<file path="config.mk">
export PLATFORM = sky130hd
export DESIGN_NAME = aidc_lite_comp_seq
export DESIGN_NICKNAME = d
export VERILOG_FILES = /design/src/rtl/aidc_lite_comp_seq.sv
export SDC_FILE = /design/constraint.sdc
export NUM_CORES = 1
export LEC_CHECK = 0
export ABC_AREA = 1
export CORE_ASPECT_RATIO = 1.1
export CORE_MARGIN = 5
export CORE_UTILIZATION = 35
export CTS_BUF_LIST = sky130_fd_sc_hd__clkbuf_4 sky130_fd_sc_hd__clkbuf_8 sky130_fd_sc_hd__clkbuf_16
export DETAILED_ROUTE_END_ITERATION = 12
export PLACE_DENSITY = 0.51
export SETUP_SLACK_MARGIN = 0.05
export SYNTH_ARGS = -nofsm -noshare
export SYNTH_HDL_FRONTEND = slang
export SYNTH_SLANG_ARGS = --single-unit
</file>
<file path="constraint.sdc">
create_clock -name clk -period 4.2 [get_ports clk]
set_input_delay 0.84 -clock clk [delete_from_list [all_inputs] [get_ports clk]]
set_output_delay 0.84 -clock clk [all_outputs]
set_load 0.01 [all_outputs]
</file>
<file path="src/rtl/aidc_lite_comp_seq.sv">
// Compression job sequencer: splits a job into 128-byte read commands, collects
// per-block compressed sizes and emits packed write commands at a running offset.
module aidc_lite_comp_seq #(
  parameter int MAX_OUTST = 4,
  parameter int CNT_W     = 25
) (
  input  logic             clk,
  input  logic             rst,
  input  logic [31:0]      src_addr_i,
  input  logic [31:0]      dst_addr_i,
  input  logic [CNT_W-1:0] len_i,
  input  logic             start_i,
  output logic             done_o,
  output logic             busy_o,
  output logic             rd_cmd_valid_o,
  input  logic             rd_cmd_ready_i,
  output logic [31:0]      rd_cmd_addr_o,
  input  logic             cmp_valid_i,
  output logic             cmp_ready_o,
  input  logic [7:0]       cmp_size_i,
  output logic             wr_cmd_valid_o,
  input  logic             wr_cmd_ready_i,
  output logic [31:0]      wr_cmd_addr_o,
  output logic [7:0]       wr_cmd_len_o,
  output logic [31:0]      comp_bytes_o
);

  localparam int OW = $clog2(MAX_OUTST + 1);

  typedef enum logic [1:0] {IDLE, RUN, DRAIN, DONE} state_t;

  state_t           state;
  logic [31:0]      src;
  logic [31:0]      dst;
  logic [CNT_W-1:0] len;
  logic [CNT_W-1:0] rd_cnt;
  logic [CNT_W-1:0] res_cnt;
  logic [OW-1:0]    outst;
  logic [31:0]      wr_off;
  logic [31:0]      comp_bytes;
  logic             done_q;
  logic             wr_valid_q;
  logic [31:0]      wr_addr_q;
  logic [7:0]       wr_len_q;

  logic busy;
  logic rd_fire;
  logic cmp_fire;
  logic wr_fire;
  logic rd_last;
  logic wr_free;
  logic drain_done;

  assign busy     = (state == RUN) || (state == DRAIN);
  assign wr_free  = !wr_valid_q || wr_cmd_ready_i;

  assign rd_cmd_valid_o = (state == RUN) && (rd_cnt < len) && (outst < OW'(MAX_OUTST));
  assign rd_cmd_addr_o  = src + 32'({rd_cnt, 7'b0});
  assign cmp_ready_o    = busy && wr_free;

  assign rd_fire    = rd_cmd_valid_o && rd_cmd_ready_i;
  assign cmp_fire   = cmp_ready_o && cmp_valid_i;
  assign wr_fire    = wr_valid_q && wr_cmd_ready_i;
  assign rd_last    = rd_fire && ((rd_cnt + CNT_W'(1)) == len);
  assign drain_done = (state == DRAIN) && (res_cnt == len) && wr_free;

  // The write register drains and reloads in the same cycle, so one
  // result per cycle can stream through when the writer keeps up.
  always_ff @(posedge clk) begin
    if (rst) begin
      state      <= IDLE;
      src        <= '0;
      dst        <= '0;
      len        <= '0;
      rd_cnt     <= '0;
      res_cnt    <= '0;
      outst      <= '0;
      wr_off     <= '0;
      comp_bytes <= '0;
      done_q     <= 1'b0;
      wr_valid_q <= 1'b0;
      wr_addr_q  <= '0;
      wr_len_q   <= '0;
    end else begin
      if (wr_fire) begin
        wr_valid_q <= 1'b0;
      end
      if (cmp_fire) begin
        wr_valid_q <= 1'b1;
        wr_addr_q  <= dst + wr_off;
        wr_len_q   <= cmp_size_i;
        wr_off     <= wr_off + 32'(cmp_size_i);
        comp_bytes <= comp_bytes + 32'(cmp_size_i);
        res_cnt    <= res_cnt + CNT_W'(1);
      end
      if (rd_fire) begin
        rd_cnt <= rd_cnt + CNT_W'(1);
      end
      case ({rd_fire, cmp_fire})
        2'b10:   outst <= outst + OW'(1);
        2'b01:   outst <= outst - OW'(1);
        default: outst <= outst;
      endcase

      case (state)
        IDLE, DONE: begin
          // A zero-length job lands in DONE with done low for one cycle.
          if (state == DONE && !done_q) begin
            done_q <= 1'b1;
          end
          if (start_i) begin
            src        <= src_addr_i;
            dst        <= dst_addr_i;
            len        <= len_i;
            rd_cnt     <= '0;
            res_cnt    <= '0;
            outst      <= '0;
            wr_off     <= '0;
            comp_bytes <= '0;
            done_q     <= 1'b0;
            state      <= (len_i == '0) ? DONE : RUN;
          end
        end
        RUN: begin
          if (rd_last) begin
            state <= DRAIN;
          end
        end
        DRAIN: begin
          if (drain_done) begin
            state  <= DONE;
            done_q <= 1'b1;
          end
        end
        default: state <= IDLE;
      endcase
    end
  end

  assign done_o         = done_q;
  assign busy_o         = busy;
  assign wr_cmd_valid_o = wr_valid_q;
  assign wr_cmd_addr_o  = wr_addr_q;
  assign wr_cmd_len_o   = wr_len_q;
  assign comp_bytes_o   = comp_bytes;

endmodule

</file>
== Word-level counts from Yosys, hierarchy flattened ==
Index checks and enable logic that the tools add are counted.
W data, S select, Z words.

* Bits in registers: 250
* Bits of input ports: 103
* Output and inout bits: 109
* Word-level logic and storage cells: 82

* Add/subtract/negate cells: 8
* Order comparisons: 2
* Equal/unequal tests: 11
* Muxes and demuxes: 26
* Reduce and logical (&&, ||, !) cells: 22

{| class="wikitable"
|+ Operators with widths
! operator !! count
|-
| $mux W32 || 6
|-
| $mux W25 || 6
|-
| $add A32 B32 Y32 || 2
|-
| $add A32 B8 Y32 || 2
|-
| $add A25 B1 Y25 const B || 2
|-
| $eq A25 B25 Y1 || 2
|-
| $logic_not A25 Y1 || 1
|-
| $lt A25 B25 Y1 || 1
|-
| $logic_and A1 B1 Y1 || 10
|-
| $mux W2 || 4
|-
| $eq A2 B2 Y1 const B || 3
|-
| $mux W3 || 2
|-
| $ne A2 B2 Y1 const B || 3
|-
| $pmux W2 S3 || 1
|-
| $pmux W3 S2 || 1
|-
| $reduce_and A3 Y1 || 2
|-
| $mux W1 || 5
|-
| $eq A2 B1 Y1 const B || 2
|-
| $reduce_bool A2 Y1 || 2
|-
| $add A3 B1 Y3 const B || 1
|-
| $lt A3 B3 Y1 const B || 1
|-
| $ne A3 B3 Y1 const B || 1
|-
| $sub A3 B1 Y3 const B || 1
|-
| $logic_not A1 Y1 || 2
|-
| other kinds (5) || 6
|}

== Depth between registers and ports, before layout ==
* Word-level depth: 8
* Mapped depth: 19
* Depth with buffers taken out: 19

== Worst setup path before layout ==
Ideal clock, no wire load.

* Path kind: input to register
* Start: input port wr_cmd_ready_i
* End: register outst[2]
* Setup time: 122 ps
* Arrival: 2,852 ps
* Required time: 4,078 ps
* Setup slack: 1,226 ps
* Cell stages on the path: 14
* Path buffers: 2
* Cell sequence: or2_1 > inv_2 > nor2_4 > nand2_2 > inv_2 > clkbuf_1 > buf_1 > ha_1 > inv_1 > fa_1 > a21oi_1 > o21ai_0 > o21ai_0 > a21oi_1

* Longest elaborated chain between the ends: 7
* Elaborated cells on any way between the ends: 8
* Classes of those cells: eq/ne: 2; mux: 3; reduce/logical: 3

{| class="wikitable"
|+ Ends and longest elaborated chain
! item !! RTL line !! text
|-
| start, declared || 22 || <nowiki>input logic wr_cmd_ready_i,</nowiki>
|-
| $logic_or A1 B1 Y1 (*) || 55 || <nowiki>assign wr_free = !wr_valid_q || wr_cmd_ready_i;</nowiki>
|-
| $logic_and A1 B1 Y1 (*) || 59 || <nowiki>assign cmp_ready_o = busy && wr_free;</nowiki>
|-
| via cmp_ready_o || 19 || <nowiki>output logic cmp_ready_o,</nowiki>
|-
| $logic_and A1 B1 Y1 (*) || 62 || <nowiki>assign cmp_fire = cmp_ready_o && cmp_valid_i;</nowiki>
|-
| via cmp_fire || 48 || <nowiki>logic cmp_fire;</nowiki>
|-
| $eq A2 B1 Y1 or $eq A2 B2 Y1 (tied branches) || 99 || <nowiki>case ({rd_fire, cmp_fire})</nowiki>
|-
| $pmux W3 S2 (*) || 99 ||
|-
| $mux W3 || 111 || <nowiki>if (start_i) begin</nowiki>
|-
| $mux W3 (*) || 105 || <nowiki>case (state)</nowiki>
|-
| end signal, assigned || 100 || <nowiki>2'b10: outst <= outst + OW'(1);</nowiki>
|-
| end signal, assigned || 101 || <nowiki>2'b01: outst <= outst - OW'(1);</nowiki>
|-
| end signal, assigned || 102 || <nowiki>default: outst <= outst;</nowiki>
|-
| end, declared || 38 || <nowiki>logic [OW-1:0] outst;</nowiki>
|}

Mark *: on every way through the listed nets, which the timed path passes. The rest lies on a longest branch.
A chain may end at the register's enable or synchronous reset.

== Worst setup path after layout ==
* Start: register rd_cnt[0]
* End: output port rd_cmd_addr_o[21]

* Longest elaborated chain between the ends: 1

{| class="wikitable"
|+ Ends and longest elaborated chain
! item !! RTL line !! text
|-
| start, declared || 36 || <nowiki>logic [CNT_W-1:0] rd_cnt;</nowiki>
|-
| start signal, assigned || 97 || <nowiki>rd_cnt <= rd_cnt + CNT_W'(1);</nowiki>
|-
| $add A32 B32 Y32 || 58 || <nowiki>assign rd_cmd_addr_o = src + 32'({rd_cnt, 7'b0});</nowiki>
|-
| end, declared || 17 || <nowiki>output logic [31:0] rd_cmd_addr_o,</nowiki>
|}

Every way passes these cells.

==> run_results.csv <==
group,metric,value,unit
cts,hold_buffers,0,
logic_synthesis,syn-mean-instance-area,7.01,sq um
power,power_density,556,nW/um^2
cts,htreeDepth,1,
logic_synthesis,synth_top_cell_by_area,"dfxtp_1",
flow_run,cap_violations,0,
cts,clk_latency,0.58,ns
logic_synthesis,synth-edff-count,0,
logic_synthesis,synth_fp_nets,2371,
timing,slew_viol_final,0,
worst_hold_path,hp-start,"wr_cmd_len_o[6]",
global_route,overflow,0,
timing,hold_viol,0,
drt,drtIter0Drc,777,
die,die_area,47500,sq um
logic_synthesis,synth.area.top_cells,"dfxtp_1, nand2_1, ha_1, nor2_1, o21ai_0",
logic_synthesis,netlist.area_leader.share,0.331,
global_route,grt_antenna_before_repair,2,
timing,fin_ws,0.270,ns
timing,timing.final.crit_share,0.936,
logic_synthesis,yosysMostFrequentCell,"nand2_1",
critical_path,cp_data_arrival_time,3.09,ns
final_layout,area_delta_synth_final,25.8,%
final_layout,drive_gt1_frac,0.0618,
die,die_w,208,microns
timing,tns,0,ns
cts,cts_buffers,30,
logic_synthesis,syn_inst,2160,
timing,relSlewSlack,0.442,
critical_path,worstSetupStartpoint,"rd_cnt[0]",
timing,skew,0.0205,ns
drt,wl_per_cell,17.2,microns
drt,avgViaCountPerCell,5.01,
critical_path,rrSetupSlack,0.86,ns
drt,wl,50700,microns
global_route,grt_start_max_net_pins,94,
cts,cts_tree,"done",
final_layout,final_nets,2564,
logic_synthesis,ys_warn_count,0,
power,irDropWorstVdd,0.324,mV
global_route,grt_first_pass_wirelength,79400,microns
critical_path,end_kind,"primary output",
critical_path,r2r-end,"outst[2]",
critical_path,worstSetupStartpointType,"register",
critical_path,max_stage_delay,0.58,ns
critical_path,reg2reg_depth,19,
drt,drcViolationCount,0,
die,coreArea,43000,sq um
logic_synthesis,seq_area_frac_synth,0.331,
drt,drtAntennaViolNets,0,
die,die_h,228,microns
die,io_pins,212,
timing,rsz0062_at_grt,"false",
critical_path,critPathRequiredTime,3.36,ns
drt,drt-pass1-iter-count,5,
logic_synthesis,synth_async_sr_flop_share,0,
critical_path,cpMostUsedCell,"inv_1",
timing,setup_violations,0,
logic_synthesis,ys_ff_latch,250,
cts,cts_sinks,250,
timing,fmax,0.254,GHz
timing,fin_crit,3.93,ns
logic_synthesis,synth_ff_type,"dfxtp_1",
power,leakage,0.00780,uW
logic_synthesis,yosysUniqueCellTypes,51,
placement,io_buffers,211,
cts,cts_buffer_depth,3,
placement,dp_hpwl,39500,microns
die,initial_core_util,0.352,
critical_path,r2r-start,"len[7]",
critical_path,cp_slowest_cell,"clkdlybuf4s50_1",
global_route,track_usage,0.204,
cts,root_buffer,"clkbuf_16",
logic_synthesis,ys_top_cells_by_count,"nand2_1, nor2_1, dfxtp_1, inv_1, o21ai_0",
critical_path,worstPathCellList,"ha_1, inv_1, fa_1, inv_1, a31oi_2, o21ai_1, nand3_1, nand2_1, xor2_1, clkdlybuf4s50_1",
timing,worst_pin_slew,0.836,ns
worst_hold_path,whs_path_depth,2,
logic_synthesis,syn_area,15100,sq um
die,rows,80,
worst_hold_path,holdPathEnd,"wr_cmd_len_o[6]",
drt,vias,14800,
cts,clkTransAtPathRegs,0.06,ns
placement,dp_worst_setup_slack,0.368,ns
placement,gp_congestion,0.909,
cts,cts_setup_buffers,0,
critical_path,crit_type,"register to primary output",
worst_hold_path,min_path_type,"register to register",
global_route,first_global_vias,14400,
critical_path,path_max_fanout,4,
run_status,outcome,"finished clean",
==> metal layers <==
layer | GRT usage | wire length [microns] | share of wire
met1 | 0.245 | 21700 | 0.43
met5 | 0 | 0 | 0
met2 | 0.376 | 25700 | 0.51
met4 | 0.0610 | 1400 | 0.028
met3 | 0.0282 | 1920 | 0.038
==> sequential cells by signal, indices dropped and copies added (netlist names) <==
signal          count
res_cnt            25
wr_off             32
rd_cnt             25
len                25
state               2
wr_cmd_valid_o      1
outst               3
dst                32
comp_bytes_o       32
done_o              1
wr_cmd_addr_o      32
src                32
wr_cmd_len_o        8
==> where the power goes <==
part	total [uW]	switching (uW)	internal, uW
registers	3370	464	2910
logic	4600	2690	1910
clock network	2610	1060	1560
total	10600	4220	6370
==> cell usage in the layout (no fill, tap or decap), types with 3 or more instances in the layout <==
cell and instances:
o221ai_1 9, clkinv_2 5, o21bai_1 17, nand3b_1 3, nand3_1 85, nand2_2 10, inv_2 5, xnor2_1 28
nand2_1 349, o21ai_1 9, nor2_4 6, dfxtp_1 241, a31oi_1 14, ha_1 94, fa_1 5, dfxtp_2 9
nor4_1 18, o21ai_2 3, clkbuf_4 10, nor2_1 314, ha_4 8, xnor3_1 5, buf_4 19, nand4_1 34
nor2_2 8, or2_2 6, clkdlybuf4s50_1 209, o211ai_1 10, o21ai_0 210, o22ai_1 14, clkbuf_16 30, a21o_1 10
nor3_1 30, o21a_1 13, clkbuf_8 10, inv_1 220, xor2_1 69, a21oi_1 199
==> cell type report <==
class                           instances  area, sq um
Inverter                              228          857
Timing Repair Buffer                  232         2300
Clock buffer                           50          963
Antenna cell                            2         5.00
Multi-Input combinational cell       1611         9140
Fill cell                            4575        24000
Sequential cell                       250         5020
Tap cell                              574          718
Clock inverter                          6         43.8
==> worst max-delay path by stage <==
stage / depth (start not counted) / to
2_1_floorplan: 14 / outst[2]
3_5_place_dp: 12 / rd_cmd_addr_o[28]
6_report: 10 / rd_cmd_addr_o[21]
4_1_cts: 12 / rd_cmd_addr_o[30]
5_1_grt: 10 / rd_cmd_addr_o[23]
3_3_place_gp: 12 / rd_cmd_addr_o[28]
==> kinds of logic (layout without fill, tap and decap cells) <==
group                      count (synthesis)  in the layout  share of synthesized area
and+or+nand+nor                          878            878                      0.248
other                                      0              2                          0
xor gates and xnor gates                 103            103                     0.0651
adders and majority gates                108            108                     0.0918
DFF                                      250            250                      0.331
buffers and inverters                    299            516                     0.0763
AOI/OAI and AO/OA                        522            522                      0.188
==> metrics by stage <==
stage | cells | utilization | total power [uW] | hold slack (ns) | cell area (sq um)
2_1_floorplan | 2160 | - | 6140 | 0.440 | 15100
3_3_place_gp | 2895 | 0.415 | 7960 | 0.452 | 17900
3_5_place_dp | 2895 | 0.415 | 8000 | 0.457 | 17900
4_1_cts | 2951 | 0.439 | 10700 | 0.465 | 18900
5_1_grt | 2952 | 0.442 | 11400 | 0.479 | 19000
6_report | 2953 | 0.442 | 10600 | 0.462 | 19000
==> critical path, delay by kind of cell, from the launching register on <==
kind / cells / cell delay, ns
flops: 1 / 0.39
simple gates: 2 / 0.19
buf+inv: 3 / 0.77
xor+xnor: 1 / 0.19
compound gates: 2 / 0.37
fa+ha+maj: 2 / 0.61
==> repair_timing <==
action,in CTS,in global routing
pin swaps,0,0
resized for setup,5,29
gates cloned,0,0
setup endpoints to repair,5,10
(Power assumes the default switching activity.)
